`config.mk`:
```
export PLATFORM = sky130hd
export DESIGN_NAME = dmem_port_arbiter_flat
export DESIGN_NICKNAME = d
export VERILOG_FILES = /design/src/rtl/dmem_port_arbiter_if.sv /design/src/rtl/dmem_port_arbiter.sv /design/src/flat_wrapper.sv
export SDC_FILE = /design/constraint.sdc
export NUM_CORES = 1
export LEC_CHECK = 0
export ABC_AREA = 1
export BUFFER_PORTS_ARGS = -buffer_cell sky130_fd_sc_hd__buf_4
export CAP_MARGIN = 40
export CORE_AREA = 2 2 135 137
export CTS_BUF_LIST = sky130_fd_sc_hd__clkbuf_8
export DETAILED_ROUTE_END_ITERATION = 16
export DIE_AREA = 0 0 137 139
export PLACE_DENSITY = 0.64
export SLEW_MARGIN = 10
export SYNTH_ARGS = -nofsm -noshare
export SYNTH_HDL_FRONTEND = slang
export SYNTH_SLANG_ARGS = --single-unit
export TNS_END_PERCENT = 20
```
`constraint.sdc`:
```
create_clock -name clk -period 3.2 [get_ports clk]
set_input_delay 0.32 -clock clk [delete_from_list [all_inputs] [get_ports clk]]
set_output_delay 0.32 -clock clk [all_outputs]
set_load 0.02 [all_outputs]
```
`src/rtl/dmem_port_arbiter_if.sv`:
```
// dmem_port_arbiter_if: requester-side and cache-side bundle of the dmem arbiter.
// master = arbiter (drives ch_resp/ch_rdata, mem_* strobes); slave = environment.
interface dmem_port_arbiter_if #(
  parameter int NUM_CH = 3,
  parameter int ADDR_W = 32,
  parameter int DATA_W = 32
);
  localparam int BE_W = DATA_W / 8;

  logic [NUM_CH-1:0]        ch_read;
  logic [NUM_CH-1:0]        ch_write;
  logic [NUM_CH*ADDR_W-1:0] ch_addr;
  logic [NUM_CH*DATA_W-1:0] ch_wdata;
  logic [NUM_CH*BE_W-1:0]   ch_be;
  logic [NUM_CH-1:0]        ch_resp;
  logic [DATA_W-1:0]        ch_rdata;

  logic                     mem_read_d;
  logic                     mem_write_d;
  logic [ADDR_W-1:0]        mem_address_d;
  logic [DATA_W-1:0]        mem_wdata_d;
  logic [BE_W-1:0]          mem_byte_enable_d;
  logic                     mem_resp_d;
  logic [DATA_W-1:0]        mem_rdata_d;

  modport master (
    input  ch_read, ch_write, ch_addr, ch_wdata, ch_be,
    output ch_resp, ch_rdata,
    output mem_read_d, mem_write_d, mem_address_d,
    output mem_wdata_d, mem_byte_enable_d,
    input  mem_resp_d, mem_rdata_d
  );

  modport slave (
    output ch_read, ch_write, ch_addr, ch_wdata, ch_be,
    input  ch_resp, ch_rdata,
    input  mem_read_d, mem_write_d, mem_address_d,
    input  mem_wdata_d, mem_byte_enable_d,
    output mem_resp_d, mem_rdata_d
  );
endinterface

```
`src/rtl/dmem_port_arbiter.sv`:
```
// dmem_port_arbiter: round-robin arbiter of NUM_CH requesters onto one dcache port.
// Ports: clk, rst (async active-low), flush, bus (dmem_port_arbiter_if.master).
// One access outstanding at a time; reads killed by flush are swallowed.
// Option: DMEM_ARB_WRITE_PRIO_EN makes pending writes win over reads.
module dmem_port_arbiter #(
  parameter int NUM_CH = 3,
  parameter int ADDR_W = 32,
  parameter int DATA_W = 32
) (
  input logic                  clk,
  input logic                  rst,
  input logic                  flush,
  dmem_port_arbiter_if.master  bus
);
  localparam int CH_W = $clog2(NUM_CH);
  localparam int CW1  = CH_W + 1;
  localparam int BE_W = DATA_W / 8;

  typedef enum logic {IDLE, BUSY} state_t;

  state_t            state;
  logic [CH_W-1:0]   grant;
  logic [CH_W-1:0]   last_grant;
  logic              drop;
  logic              rd_q;
  logic              wr_q;
  logic [ADDR_W-1:0] addr_q;
  logic [DATA_W-1:0] wdata_q;
  logic [BE_W-1:0]   be_q;

  logic [ADDR_W-1:0] addr_a  [NUM_CH];
  logic [DATA_W-1:0] wdata_a [NUM_CH];
  logic [BE_W-1:0]   be_a    [NUM_CH];

  always_comb begin
    for (int i = 0; i < NUM_CH; i++) begin
      addr_a[i]  = bus.ch_addr[i*ADDR_W +: ADDR_W];
      wdata_a[i] = bus.ch_wdata[i*DATA_W +: DATA_W];
      be_a[i]    = bus.ch_be[i*BE_W +: BE_W];
    end
  end

  // A channel raising read and write together is served as a write.
  logic [NUM_CH-1:0] wr_ok;
  logic [NUM_CH-1:0] rd_ok;
  logic [NUM_CH-1:0] elig;

  assign wr_ok = bus.ch_write;
  assign rd_ok = bus.ch_read & ~bus.ch_write
               & {NUM_CH{~flush}};

`ifdef DMEM_ARB_WRITE_PRIO_EN
  assign elig = (|wr_ok) ? wr_ok : rd_ok;
`else
  assign elig = wr_ok | rd_ok;
`endif

  // Search last_grant+1 .. last_grant (wrapping); walking the
  // distance downwards lets the nearest eligible channel win.
  logic [CH_W-1:0] pick;
  logic            hit;

  always_comb begin : rr_pick
    logic [CH_W:0] j;
    pick = last_grant;
    hit  = 1'b0;
    j    = '0;
    for (int k = NUM_CH; k >= 1; k--) begin
      j = {1'b0, last_grant} + CW1'(k);
      if (j >= CW1'(NUM_CH))
        j = j - CW1'(NUM_CH);
      if (elig[j[CH_W-1:0]]) begin
        pick = j[CH_W-1:0];
        hit  = 1'b1;
      end
    end
  end

  // A flush landing on the response cycle of a read kills it too.
  logic kill;
  logic done;

  assign kill = drop | (flush & rd_q);
  assign done = (state == BUSY) & bus.mem_resp_d;

  assign bus.ch_resp  = (done & ~kill)
                      ? (NUM_CH'(1) << grant)
                      : '0;
  assign bus.ch_rdata = bus.mem_rdata_d;

  assign bus.mem_read_d        = rd_q;
  assign bus.mem_write_d       = wr_q;
  assign bus.mem_address_d     = addr_q;
  assign bus.mem_wdata_d       = wdata_q;
  assign bus.mem_byte_enable_d = be_q;

  always_ff @(posedge clk or negedge rst) begin
    if (!rst) begin
      state      <= IDLE;
      grant      <= '0;
      last_grant <= CH_W'(NUM_CH - 1);
      drop       <= 1'b0;
      rd_q       <= 1'b0;
      wr_q       <= 1'b0;
      addr_q     <= '0;
      wdata_q    <= '0;
      be_q       <= '0;
    end else begin
      unique case (state)
        IDLE: begin
          if (hit) begin
            grant      <= pick;
            last_grant <= pick;
            wr_q       <= wr_ok[pick];
            rd_q       <= ~wr_ok[pick];
            addr_q     <= addr_a[pick];
            wdata_q    <= wdata_a[pick];
            be_q       <= be_a[pick];
            drop       <= 1'b0;
            state      <= BUSY;
          end
        end
        BUSY: begin
          if (bus.mem_resp_d) begin
            rd_q    <= 1'b0;
            wr_q    <= 1'b0;
            addr_q  <= '0;
            wdata_q <= '0;
            be_q    <= '0;
            drop    <= 1'b0;
            state   <= IDLE;
          end else if (flush && rd_q) begin
            drop <= 1'b1;
          end
        end
      endcase
    end
  end
endmodule
```
`src/flat_wrapper.sv`:
```
// flat-port wrapper written by rule: the top's interface ports become plain ports
module dmem_port_arbiter_flat 
#(
  parameter int NUM_CH = 3,
  parameter int ADDR_W = 32,
  parameter int DATA_W = 32
)
  (clk, rst, flush, bus_ch_read, bus_ch_write, bus_ch_addr, bus_ch_wdata, bus_ch_be, bus_ch_resp, bus_ch_rdata, bus_mem_read_d, bus_mem_write_d, bus_mem_address_d, bus_mem_wdata_d, bus_mem_byte_enable_d, bus_mem_resp_d, bus_mem_rdata_d);
  dmem_port_arbiter_if #(.NUM_CH(NUM_CH), .ADDR_W(ADDR_W), .DATA_W(DATA_W)) bus_i ();
  input logic clk;
  input logic rst;
  input logic flush;
  input wire logic [$bits(bus_i.ch_read)-1:0] bus_ch_read;
  input wire logic [$bits(bus_i.ch_write)-1:0] bus_ch_write;
  input wire logic [$bits(bus_i.ch_addr)-1:0] bus_ch_addr;
  input wire logic [$bits(bus_i.ch_wdata)-1:0] bus_ch_wdata;
  input wire logic [$bits(bus_i.ch_be)-1:0] bus_ch_be;
  output wire logic [$bits(bus_i.ch_resp)-1:0] bus_ch_resp;
  output wire logic [$bits(bus_i.ch_rdata)-1:0] bus_ch_rdata;
  output wire logic [$bits(bus_i.mem_read_d)-1:0] bus_mem_read_d;
  output wire logic [$bits(bus_i.mem_write_d)-1:0] bus_mem_write_d;
  output wire logic [$bits(bus_i.mem_address_d)-1:0] bus_mem_address_d;
  output wire logic [$bits(bus_i.mem_wdata_d)-1:0] bus_mem_wdata_d;
  output wire logic [$bits(bus_i.mem_byte_enable_d)-1:0] bus_mem_byte_enable_d;
  input wire logic [$bits(bus_i.mem_resp_d)-1:0] bus_mem_resp_d;
  input wire logic [$bits(bus_i.mem_rdata_d)-1:0] bus_mem_rdata_d;
  assign bus_i.ch_read = bus_ch_read;
  assign bus_i.ch_write = bus_ch_write;
  assign bus_i.ch_addr = bus_ch_addr;
  assign bus_i.ch_wdata = bus_ch_wdata;
  assign bus_i.ch_be = bus_ch_be;
  assign bus_ch_resp = bus_i.ch_resp;
  assign bus_ch_rdata = bus_i.ch_rdata;
  assign bus_mem_read_d = bus_i.mem_read_d;
  assign bus_mem_write_d = bus_i.mem_write_d;
  assign bus_mem_address_d = bus_i.mem_address_d;
  assign bus_mem_wdata_d = bus_i.mem_wdata_d;
  assign bus_mem_byte_enable_d = bus_i.mem_byte_enable_d;
  assign bus_i.mem_resp_d = bus_mem_resp_d;
  assign bus_i.mem_rdata_d = bus_mem_rdata_d;
  dmem_port_arbiter #(.NUM_CH(NUM_CH), .ADDR_W(ADDR_W), .DATA_W(DATA_W)) u_core (.clk(clk), .rst(rst), .flush(flush), .bus(bus_i));
endmodule
```
# After elaboration in Yosys (flattened, before gate mapping)
# Cells that the tools add are included.
[op_classes] n_addsub=6 n_lt_le_gt_ge=8 n_eq_ne=3 n_shift=1 mux=47 bitwise=13 n_reduce_logical=4
[op_table] operator="32-bit 2-to-1 mux" n=7
[op_table] operator="32-bit binary-select mux with 2-bit select" n=2
[op_table] operator="32-bit case mux with 2 select lines" n=2
[op_table] operator="4-bit 2-to-1 mux" n=4
[op_table] operator="1-bit 2-to-1 mux" n=15
[op_table] operator="2-bit by 3-bit < comparator with 1-bit output (second input constant)" n=4
[op_table] operator="2-bit 2-to-1 mux" n=6
[op_table] operator="3-bit by 2-bit greater-or-equal comparator with 1-bit output (second input constant)" n=3
[op_table] operator="1-bit binary-select mux with 2-bit select" n=4
[op_table] operator="4-bit binary-select mux with 2-bit select" n=1
[op_table] operator="1-bit case mux with 2 select lines" n=4
[op_table] operator="4-bit case mux with 2 select lines" n=1
[op_table] operator="2-bit by 2-bit adder with 3-bit output (second input constant)" n=2
[op_table] operator="3-bit bitwise AND" n=2
[op_table] operator="2-bit AND reduction" n=3
[op_table] operator="2-bit subtractor (second input constant)" n=3
[op_table] operator="1-bit inverter" n=4
[op_table] operator="2-bit by 1-bit adder with 3-bit output (second input constant)" n=1
[op_table] operator="1-bit bitwise AND" n=3
[op_table] operator="3-bit greater-or-equal comparator (second input constant)" n=1
[op_table] operator="3-bit 2-to-1 mux" n=1
[op_table] operator="3-bit != test (second input constant)" n=1
[op_table] operator="2-bit inverter with 3-bit output" n=1
[op_table] operator="3-bit inverter" n=1
[op_table] operator="6 further kinds" n=6
[totals] reg_bits=76 output_inout_bits=105 wordCells=91

# Depth between registers and ports, before layout
# Gate-level depths: netlist of run 1.
[depth] word_depth=15 ltp_mapped=18

# Worst setup path after synthesis of run 1
# OpenSTA, ideal clock, no wires.
[synth_timing] path_kind="flip-flop to flip-flop" start="register u_core.last_grant[1]" end="register u_core.addr_q[31], in the netlist u_core.bus.mem_address_d[31]" setup_ns=0.117 t_arrival_ns=2.137 required_ns=3.083 slack_ns=0.946 path_stages_with_launch=18 n_path_buf=3 cell_sequence="dfstp_2 > inv_1 > ha_1 > buf_6 > nor2_1 > nand3_1 > nand2_1 > nor2_1 > nand2_1 > nand2_1 > nand2_1 > nand3_2 > buf_4 > buf_2 > nand2_1 > nand2_1 > nand2_1 > nand2_1"
[synth_between] elab_chain_cells=14
[synth_rtl] element="from (decl)" line_no="dmem_port_arbiter.sv:23" text="logic [CH_W-1:0] last_grant;"
[synth_rtl] element="from (signal assigned)" line_no="dmem_port_arbiter.sv:101" text="last_grant <= CH_W'(NUM_CH - 1);"
[synth_rtl] element="from (signal assigned)" line_no="dmem_port_arbiter.sv:113" text="last_grant <= pick;"
[synth_rtl] element="2-bit by 2-bit adder with 3-bit output" line_no="dmem_port_arbiter.sv:69" text="j = {1'b0, last_grant} + CW1'(k);"
[synth_rtl] element="3-bit by 2-bit greater-or-equal comparator with 1-bit output / 2-bit subtractor (equally long branches)" line_no="dmem_port_arbiter.sv:70, dmem_port_arbiter.sv:71"
[synth_rtl] element="2-bit 2-to-1 mux" line_no="dmem_port_arbiter.sv:70" text="if (j >= CW1'(NUM_CH))"
[synth_rtl] element="1-bit binary-select mux with 2-bit select" line_no="dmem_port_arbiter.sv:72" text="if (elig[j[CH_W-1:0]]) begin"
[synth_rtl] element="1-bit 2-to-1 mux (implied by the code)" line_no="dmem_port_arbiter.sv:72"
[synth_rtl] element="2-bit 2-to-1 mux (3 in series)" line_no="dmem_port_arbiter.sv:72"
[synth_rtl] element="2-bit inverter with 3-bit output (implied by the code)" line_no="dmem_port_arbiter.sv:116" text="addr_q <= addr_a[pick];"
[synth_rtl] element="32-bit binary-select mux with 2-bit select" line_no="dmem_port_arbiter.sv:116"
[synth_rtl] element="32-bit 2-to-1 mux (implied by the code) (2 in series)" line_no="dmem_port_arbiter.sv:116"
[synth_rtl] element="32-bit 2-to-1 mux" line_no="dmem_port_arbiter.sv:111" text="if (hit) begin"
[synth_rtl] element="32-bit case mux with 2 select lines" line_no="dmem_port_arbiter.sv:109" text="unique case (state)"
[synth_rtl] element="to (signal assigned)" line_no="dmem_port_arbiter.sv:116"
[synth_rtl] element="to (decl)" line_no="dmem_port_arbiter.sv:27" text="logic [ADDR_W-1:0] addr_q;"
# Several ways; a longest one is shown, not always the timed one. The select of a mux whose other input is x is not followed.
# A chain may end at the register's enable or synchronous reset.

# Final worst setup path of run 1
[layout_timing] start="register u_core.last_grant[0]" end="register u_core.addr_q[4], in the netlist u_core.bus.mem_address_d[4]"
# The elaborated chain is that of the path after synthesis.

==> metrics.txt, run 1 <==
status finished clean; Buffers & Inverters on Critical Path 4; CP cell instances inv_1 -> ha_1 -> inv_2 -> nor3_1 -> nor2_4 -> nand2_4 -> nand2_4 -> inv_2 -> buf_4 -> nor2_1 -> nand2_1 -> nand2_1 -> nand2_1 -> nand2_1; achievable clock frequency 373 MHz; post-synthesis compound-gate area fraction 0.606%; crit path kind flop to flop; Final Cycle Share 83.8%; synthesized-area fraction occupied by and/or/nand/nor cells 51.5%; Pwr Total 10.2 mW; Pleak 5.11 nW; Hold Startpoint bus_mem_resp_d; RSZ-0062 raised after global routing no; Num CTS Buffers 9; largest family of logic cells by synthesized area simple AND/OR/NAND/NOR gates; routed length per placed instance 13.0 um; final setup vio count 0; CTS tree built; vias 6499; Slowest cell on crit path dfrtp_1; row count 49; Syn. warnings 0; I/O pins 351; Die W 137 um; Critical Path RT 3.44 ns; DRC viols 0; largest cells by area after synthesis nand2_1 38%, dfrtp_1 32%, nand3_1 6.8%; antenna cells 0; slowest stage delay, CP 0.49 ns; die footprint 0.0190 sq mm; R2R Setup Slk 0.52 ns; PortBufs 286; DR vias/cell 4.44; area leader, netlist nand2_1; Post-CTS Setup Inserts 0; die height 139 um; Synth Area in XOR/XNOR 0%; vias in the first global route 6148; ratio of cells with drive above 1 in the final layout 27.1%; Cells after Synth 1007; CTS root buf clkbuf_8; syn_area_per_cell 5.74 sq um; Core ar. 0.0177 sq mm; Reg-to-Reg Start u_core.last_grant[0]; Clock Skews 0.00981 ns; max-cap violation count 0; Max FO, Critical Path 24; Placer Congestion 0.814; Min Clock Period, post-route 2.68 ns; critical path's most frequent cell nand2_1; Final Max Slew Viols 0; Hold Path Class input port to flop; clk_lat worst skew 0.36 ns; Top delay family on crit path simple AND/OR/NAND/NOR gates; Final Cell Area 0.00811 sq mm; r2r endpoint u_core.bus.mem_address_d[4]; Worst Hold End u_core.state; worst vdd ir 0.00104 V; most frequent cells in the layout 579 x nand2_1, 293 x buf_4, 80 x inv_1; worst-margin pin slew 0.515 ns; total track usage 20.0%; Routed WL 19000 um; final hold vios 0; hold buffer count at CTS 1; initial DRC count 284; sequential fraction of the synthesis area 32.5%; ANT nets after route 0; pwr/cell area 1260 mW/mm^2; Worst-path clk slew 0.08 ns; Post-Route Utilization 45.9%; HPWL Detailed 13200 um; Max Root-Sink Buffers 2; NumNets Final 1478; initial antenna violation count 0; Net Count, Synth 1256; Placed Instance Area 0.00785 sq mm; Synth cell types 21; CP arrival 2.92 ns; Worst R2R Path Depth 14; global-route wire length before repair 30300 um; mux contribution to synthesized area 0%; setup total negative slack 0 ns; CP endpoint kind flop; Initial Util 32.7%; CP Launch Type flop; post-synth top area share 37.6%; 1st-pass router iterations 5; Mapped Area 0.00578 sq mm; CTS sink count 75; largest net degree at the start of global routing 73; hold depth 2; Yosys reg bits 75; worst relative slew slack 65.6%; Resized cells post-CTS 0; Layout area overhead 40.3%; commonest non-fill, non-tap cell in the layout nand2_1; post-synthesis adder-cell area fraction 0.650%; filler instances 1892; H-tree depth 3; global route overflow 0
flip-flops by register name, indices dropped and copies added (netlist names), 2 cells and up:
name,flops
u_core.bus.mem_address_d,32
u_core.last_grant,2
u_core.bus.mem_byte_enable_d,4
u_core.bus.mem_wdata_d,32
worst max path at each step:
| stage | cells past startpoint | to | slack, ns | start |
|---|---|---|---|---|
| global placement | 14 | u_core.bus.mem_address_d[7] | 0.61 | u_core.last_grant[1] |
| finish | 14 | u_core.bus.mem_address_d[4] | 0.52 | u_core.last_grant[0] |
| CTS | 14 | u_core.bus.mem_address_d[4] | 0.50 | u_core.last_grant[0] |
| global route | 14 | u_core.bus.mem_address_d[9] | 0.25 | u_core.last_grant[0] |
| detailed placement | 14 | u_core.bus.mem_address_d[4] | 0.53 | u_core.last_grant[0] |
| floorplan | 17 | u_core.bus.mem_address_d[31] | 0.95 | u_core.last_grant[1] |
metal layers:
layer | track usage [%] | vias up | routed length (um)
met5 | 0 | - | 0
met4 | 7.11 | 0 | 483
met3 | 4.35 | 38 | 1520
met2 | 34.6 | 222 | 9100
met1 | 24.3 | 2843 | 7900
li1 | - | 3396 | -
final cells by class:
cell class | count | area [sq um] | area share [%]
multi-input cells | 757 | 3050 | 37.6
repair buffers | 300 | 2330 | 28.7
flip-flops and latches | 75 | 1880 | 23.2
inverters | 86 | 323 | 3.98
well taps | 229 | 287 | 3.53
clock buffers | 13 | 179 | 2.21
clock inverters | 3 | 67.6 | 0.833
metrics by stage:
stage / hold WS [ns] / cells / setup slack (ns)
2_1_floorplan: 0.0244 / 1007 / 0.946
5_1_grt: 0.149 / 1463 / 0.247
4_1_cts: 0.123 / 1463 / 0.501
3_5_place_dp: 0.327 / 1446 / 0.529
3_3_place_gp: 0.463 / 1445 / 0.611
6_report: 0.152 / 1463 / 0.519
report_power, final:
group | total (mW) | internal, mW | leakage (nW) | switching (mW)
clock network | 0.889 | 0.525 | 0.122 | 0.364
logic | 7.76 | 2.57 | 4.02 | 5.19
registers | 1.57 | 1.36 | 0.971 | 0.208
total | 10.2 | 4.46 | 5.11 | 5.76
Yosys cell counts:
cell,count
nand2_1,579
inv_1,80
nand3_1,78
dfrtp_1,74
nor2_1,72
buf_4,38
buf_2,26
buf_1,11
clkbuf_1,11
inv_2,6
nand2_2,6
nor3_1,4
o21ai_0,4
a21oi_1,3
buf_6,3
ha_1,3
nand3_2,3
nand2_4,2
nor2_4,2
dfstp_2,1
nand4_1,1
kinds of logic (layout without fill, tap and decap cells):
kind of cell             Yosys count  in the layout
AO/OA/AOI/OAI                      7              7
flip-flops                        75             75
AND/OR/NAND/NOR                  747            747
buffers and inverters            175            402
adder cells (fa/ha/maj)            3              3
(Power assumes the default switching activity.)
==> run 2, diff against run 1 <==
ABC_AREA = 0   (was 1)
CORE_AREA = 2 2 136 138   (was 2 2 135 137)
DIE_AREA = 0 0 138 140   (was 0 0 137 139)
PLACE_DENSITY = 0.59   (was 0.64)
clock period = 2.25 ns   (was 3.2 ns; I/O delays follow)
==> run 2 against run 1 <==
- the run now ends with negative setup slack left
- worst setup slack lost 0.70 ns
- combinational power grew 38%
- final cell count shrank 31%
- synthesized cell count shrank 52%
- highest routed layer unchanged
- critical path type unchanged
- largest cell class is now buffers
- non-clock buffer count grew 44
- critical path depth shrank 4
- sequential share of layout area is essentially flat
- maximum frequency grew 10%
- global-route usage shrank 2.3 points
- hold slack lost 0.081 ns
- sequential power grew 48%
- first-iteration DRC count shrank 49%
==> metrics.txt, run 2 <==
die height 140 um (+0.72%); post-synth top area share 39.4% (+1.8 points); CTS root buf clkbuf_8; filler instances 1775 (-6.2%); global route overflow 0 (unchanged); Syn. warnings 0 (unchanged); CP Launch Type flop; Worst-path clk slew 0.08 ns (about the same); DRC viols 0 (unchanged); clk_lat worst skew 0.35 ns (about the same); worst vdd ir 0.00121 V (+16%); Die W 138 um (+0.73%); commonest cells in the netlist 77 x nand2_1, 74 x dfrtp_1, 72 x inv_1; CP cell instances inv_2 -> ha_4 -> nor2_1 -> o21ai_2 -> nand3_2 -> o41a_1 -> nand2b_4 -> buf_12 -> clkbuf_16 -> o221ai_1; Final Cycle Share 108% (+24 points); area leader, netlist dfrtp_1; max-cap violation count 0 (unchanged); most frequent cells in the layout 310 x buf_4, 74 x dfrtp_1, 73 x nand2_1; commonest non-fill, non-tap cell in the layout buf_4; sequential fraction of the synthesis area 40.0% (+7.5 points); Layout area overhead 72.9%; Clock Skews 0.00735 ns (-0.00246 ns); Net Count, Synth 737 (-41%); RSZ-0062 raised after global routing yes; Buffers & Inverters on Critical Path 3 (-1); area occupied by multi-input gates 0.00236 sq mm (-22%); final setup vio count 68 (+68); syn_area_per_cell 9.63 sq um (+68%); Core ar. 0.0178 sq mm (+0.69%); Placed Instance Area 0.00715 sq mm (-9.0%); Top delay family on crit path compound AO/OA/AOI/OAI gates; Post-synth EDFFs 0 (unchanged); global-route wire length before repair 27400 um (-9.5%); H-tree depth 3 (unchanged); slowest stage delay, CP 0.55 ns (+0.06 ns); crit path kind flop to flop; worst-margin pin slew 0.573 ns (+0.0580 ns); die footprint 0.0193 sq mm (+1.5%); Post-synth top flop dfrtp_1; Synth cell types 47 (+120%); largest net degree at the start of global routing 43 (-41%); failing checks negative setup slack; Mapped Area 0.00470 sq mm (-19%); ratio of cells with drive above 1 in the final layout 53.3% (+26 points); top-count cell post-synth nand2_1; Slowest cell on crit path dfstp_2; Final Cell Area 0.00812 sq mm (+0.12%); total track usage 17.8% (-2.3 points); Hold Path Class input port to flop; Min Clock Period, post-route 2.43 ns (-0.254 ns); Critical Path RT 2.48 ns (-0.96 ns); Pwr Total 14.4 mW (+41%); Post-Route Utilization 45.7% (-0.26 points); vias 4800 (-26%); 1st-pass router iterations 4 (-1); Pleak 4.27 nW (-16%); largest cells by area after synthesis dfrtp_1 39%, mux2i_1 15%, o221ai_1 11%; Num CTS Buffers 9 (unchanged); CTS sink count 75 (unchanged); worst relative slew slack 61.3% (-4.3 points); final hold vios 0 (unchanged); setup ws final -0.176 ns (-0.696 ns); antenna cells 0 (unchanged); Final Max Slew Viols 0 (unchanged); Max Root-Sink Buffers 2 (unchanged); asr flop ratio synth 100% (unchanged); pwr/cell area 1770 mW/mm^2 (+41%); routed length per placed instance 17.6 um (+36%); I/O pins 351 (unchanged); DR vias/cell 4.74 (+6.7%); CP arrival 2.66 ns (-0.26 ns); Register Area 0.00188 sq mm (unchanged); Placer Congestion 0.851 (+4.5%); CP endpoint kind flop; ANT nets after route 0 (unchanged); initial DRC count 144 (-49%); Routed WL 17800 um (-6.1%); achievable clock frequency 412 MHz (+10%); Max FO, Critical Path 11 (-54%); Cells after Synth 488 (-52%); PortBufs 286 (unchanged); Initial Util 26.4% (-6.3 points); NumNets Final 1028 (-30%); vias in the first global route 5138 (-16%); Yosys reg bits 75 (unchanged); HPWL Detailed 12300 um (-7.4%); row count 49 (unchanged); status finished, violations left; initial antenna violation count 0 (unchanged); CTS tree built; setup total negative slack -8.95 ns (-8.95 ns)
[run 2: cell count changes in the layout (fill, tap and decap cells not counted), moves of 7 or more]
| cell | previous run | this run |
|---|---|---|
| buf_4 | 293 | 310 |
| nor2_1 | 72 | 2 |
| nand2_1 | 579 | 73 |
| o221ai_1 | 0 | 48 |
| mux2i_1 | 0 | 59 |
| mux2i_2 | 0 | 7 |
| buf_16 | 0 | 8 |
| inv_1 | 80 | 71 |
| buf_12 | 6 | 16 |
| o221ai_2 | 0 | 20 |
| nand3_1 | 78 | 1 |
[run 2: cells by family (layout without fill, tap and decap cells)]
| kind of cell | Yosys count | in the layout | share of synthesized area, % |
|---|---|---|---|
| flip-flops | 75 | 75 | 40.0 |
| adder cells (fa/ha/maj) | 3 | 3 | 0.799 |
| buffers and inverters | 136 | 432 | 15.1 |
| AND/OR/NAND/NOR | 103 | 103 | 9.62 |
| multiplexers | 70 | 70 | 14.9 |
| AO/OA/AOI/OAI | 101 | 101 | 19.6 |
[run 2: where the power goes]
| group | internal [mW] | leakage (nW) | total (mW) | switching [mW] |
|---|---|---|---|---|
| Clock | 0.907 | 0.141 | 1.43 | 0.526 |
| Combinational | 5.62 | 3.17 | 10.7 | 5.04 |
| Sequential | 1.98 | 0.963 | 2.32 | 0.341 |
[run 2: layout make-up]
cell class | count | area share [%]
clock inverters | 5 | 1.53
flip-flops and latches | 75 | 23.1
multi-input cells | 277 | 29.1
clock buffers | 11 | 1.86
inverters | 72 | 3.36
repair buffers | 344 | 37.5
well taps | 229 | 3.53
[run 2: path summary, 6_finish.rpt]
check / startpoint / endpoint / slack [ns] / depth (start not counted)
min in group asynchronous: rst / u_core.bus.mem_address_d[30] / 0.37 / 2
max in group asynchronous: rst / u_core.last_grant[1] / 1.21 / 3
worst min-delay path: bus_mem_resp_d / u_core.drop / 0.07 / 2
worst min register to register: u_core.bus.mem_address_d[6] / u_core.bus.mem_address_d[6] / 0.49 / 2
worst max register to register: u_core.last_grant[1] / u_core.bus.mem_address_d[20] / -0.18 / 10
worst max-delay path: u_core.last_grant[1] / u_core.bus.mem_address_d[20] / -0.18 / 10
[run 2: routing by layer]
layer	GRT usage, %	wire, um
met1	19.9	7060
met2	31.6	9040
met3	6.26	1430
met4	5.75	319
met5	0	0
[run 2: timing repair]
item,4_1_cts,5_1_grt
buffers inserted,9,4
endpoints found under the hold margin,33,0
endpoints found under the setup margin,71,75
cloned,8,3
hold buffers,1,0
pin swaps,22,9
gates resized for setup,38,15
[run 2: through the flow]
stage	hold slack [ns]	cells	worst slack (ns)
2_1_floorplan	-0.0706	488	-0.0146
3_3_place_gp	0.219	973	-0.225
3_5_place_dp	0.223	973	-0.291
4_1_cts	0.0329	1007	-0.150
5_1_grt	0.0365	1013	-0.256
6_report	0.0712	1013	-0.176
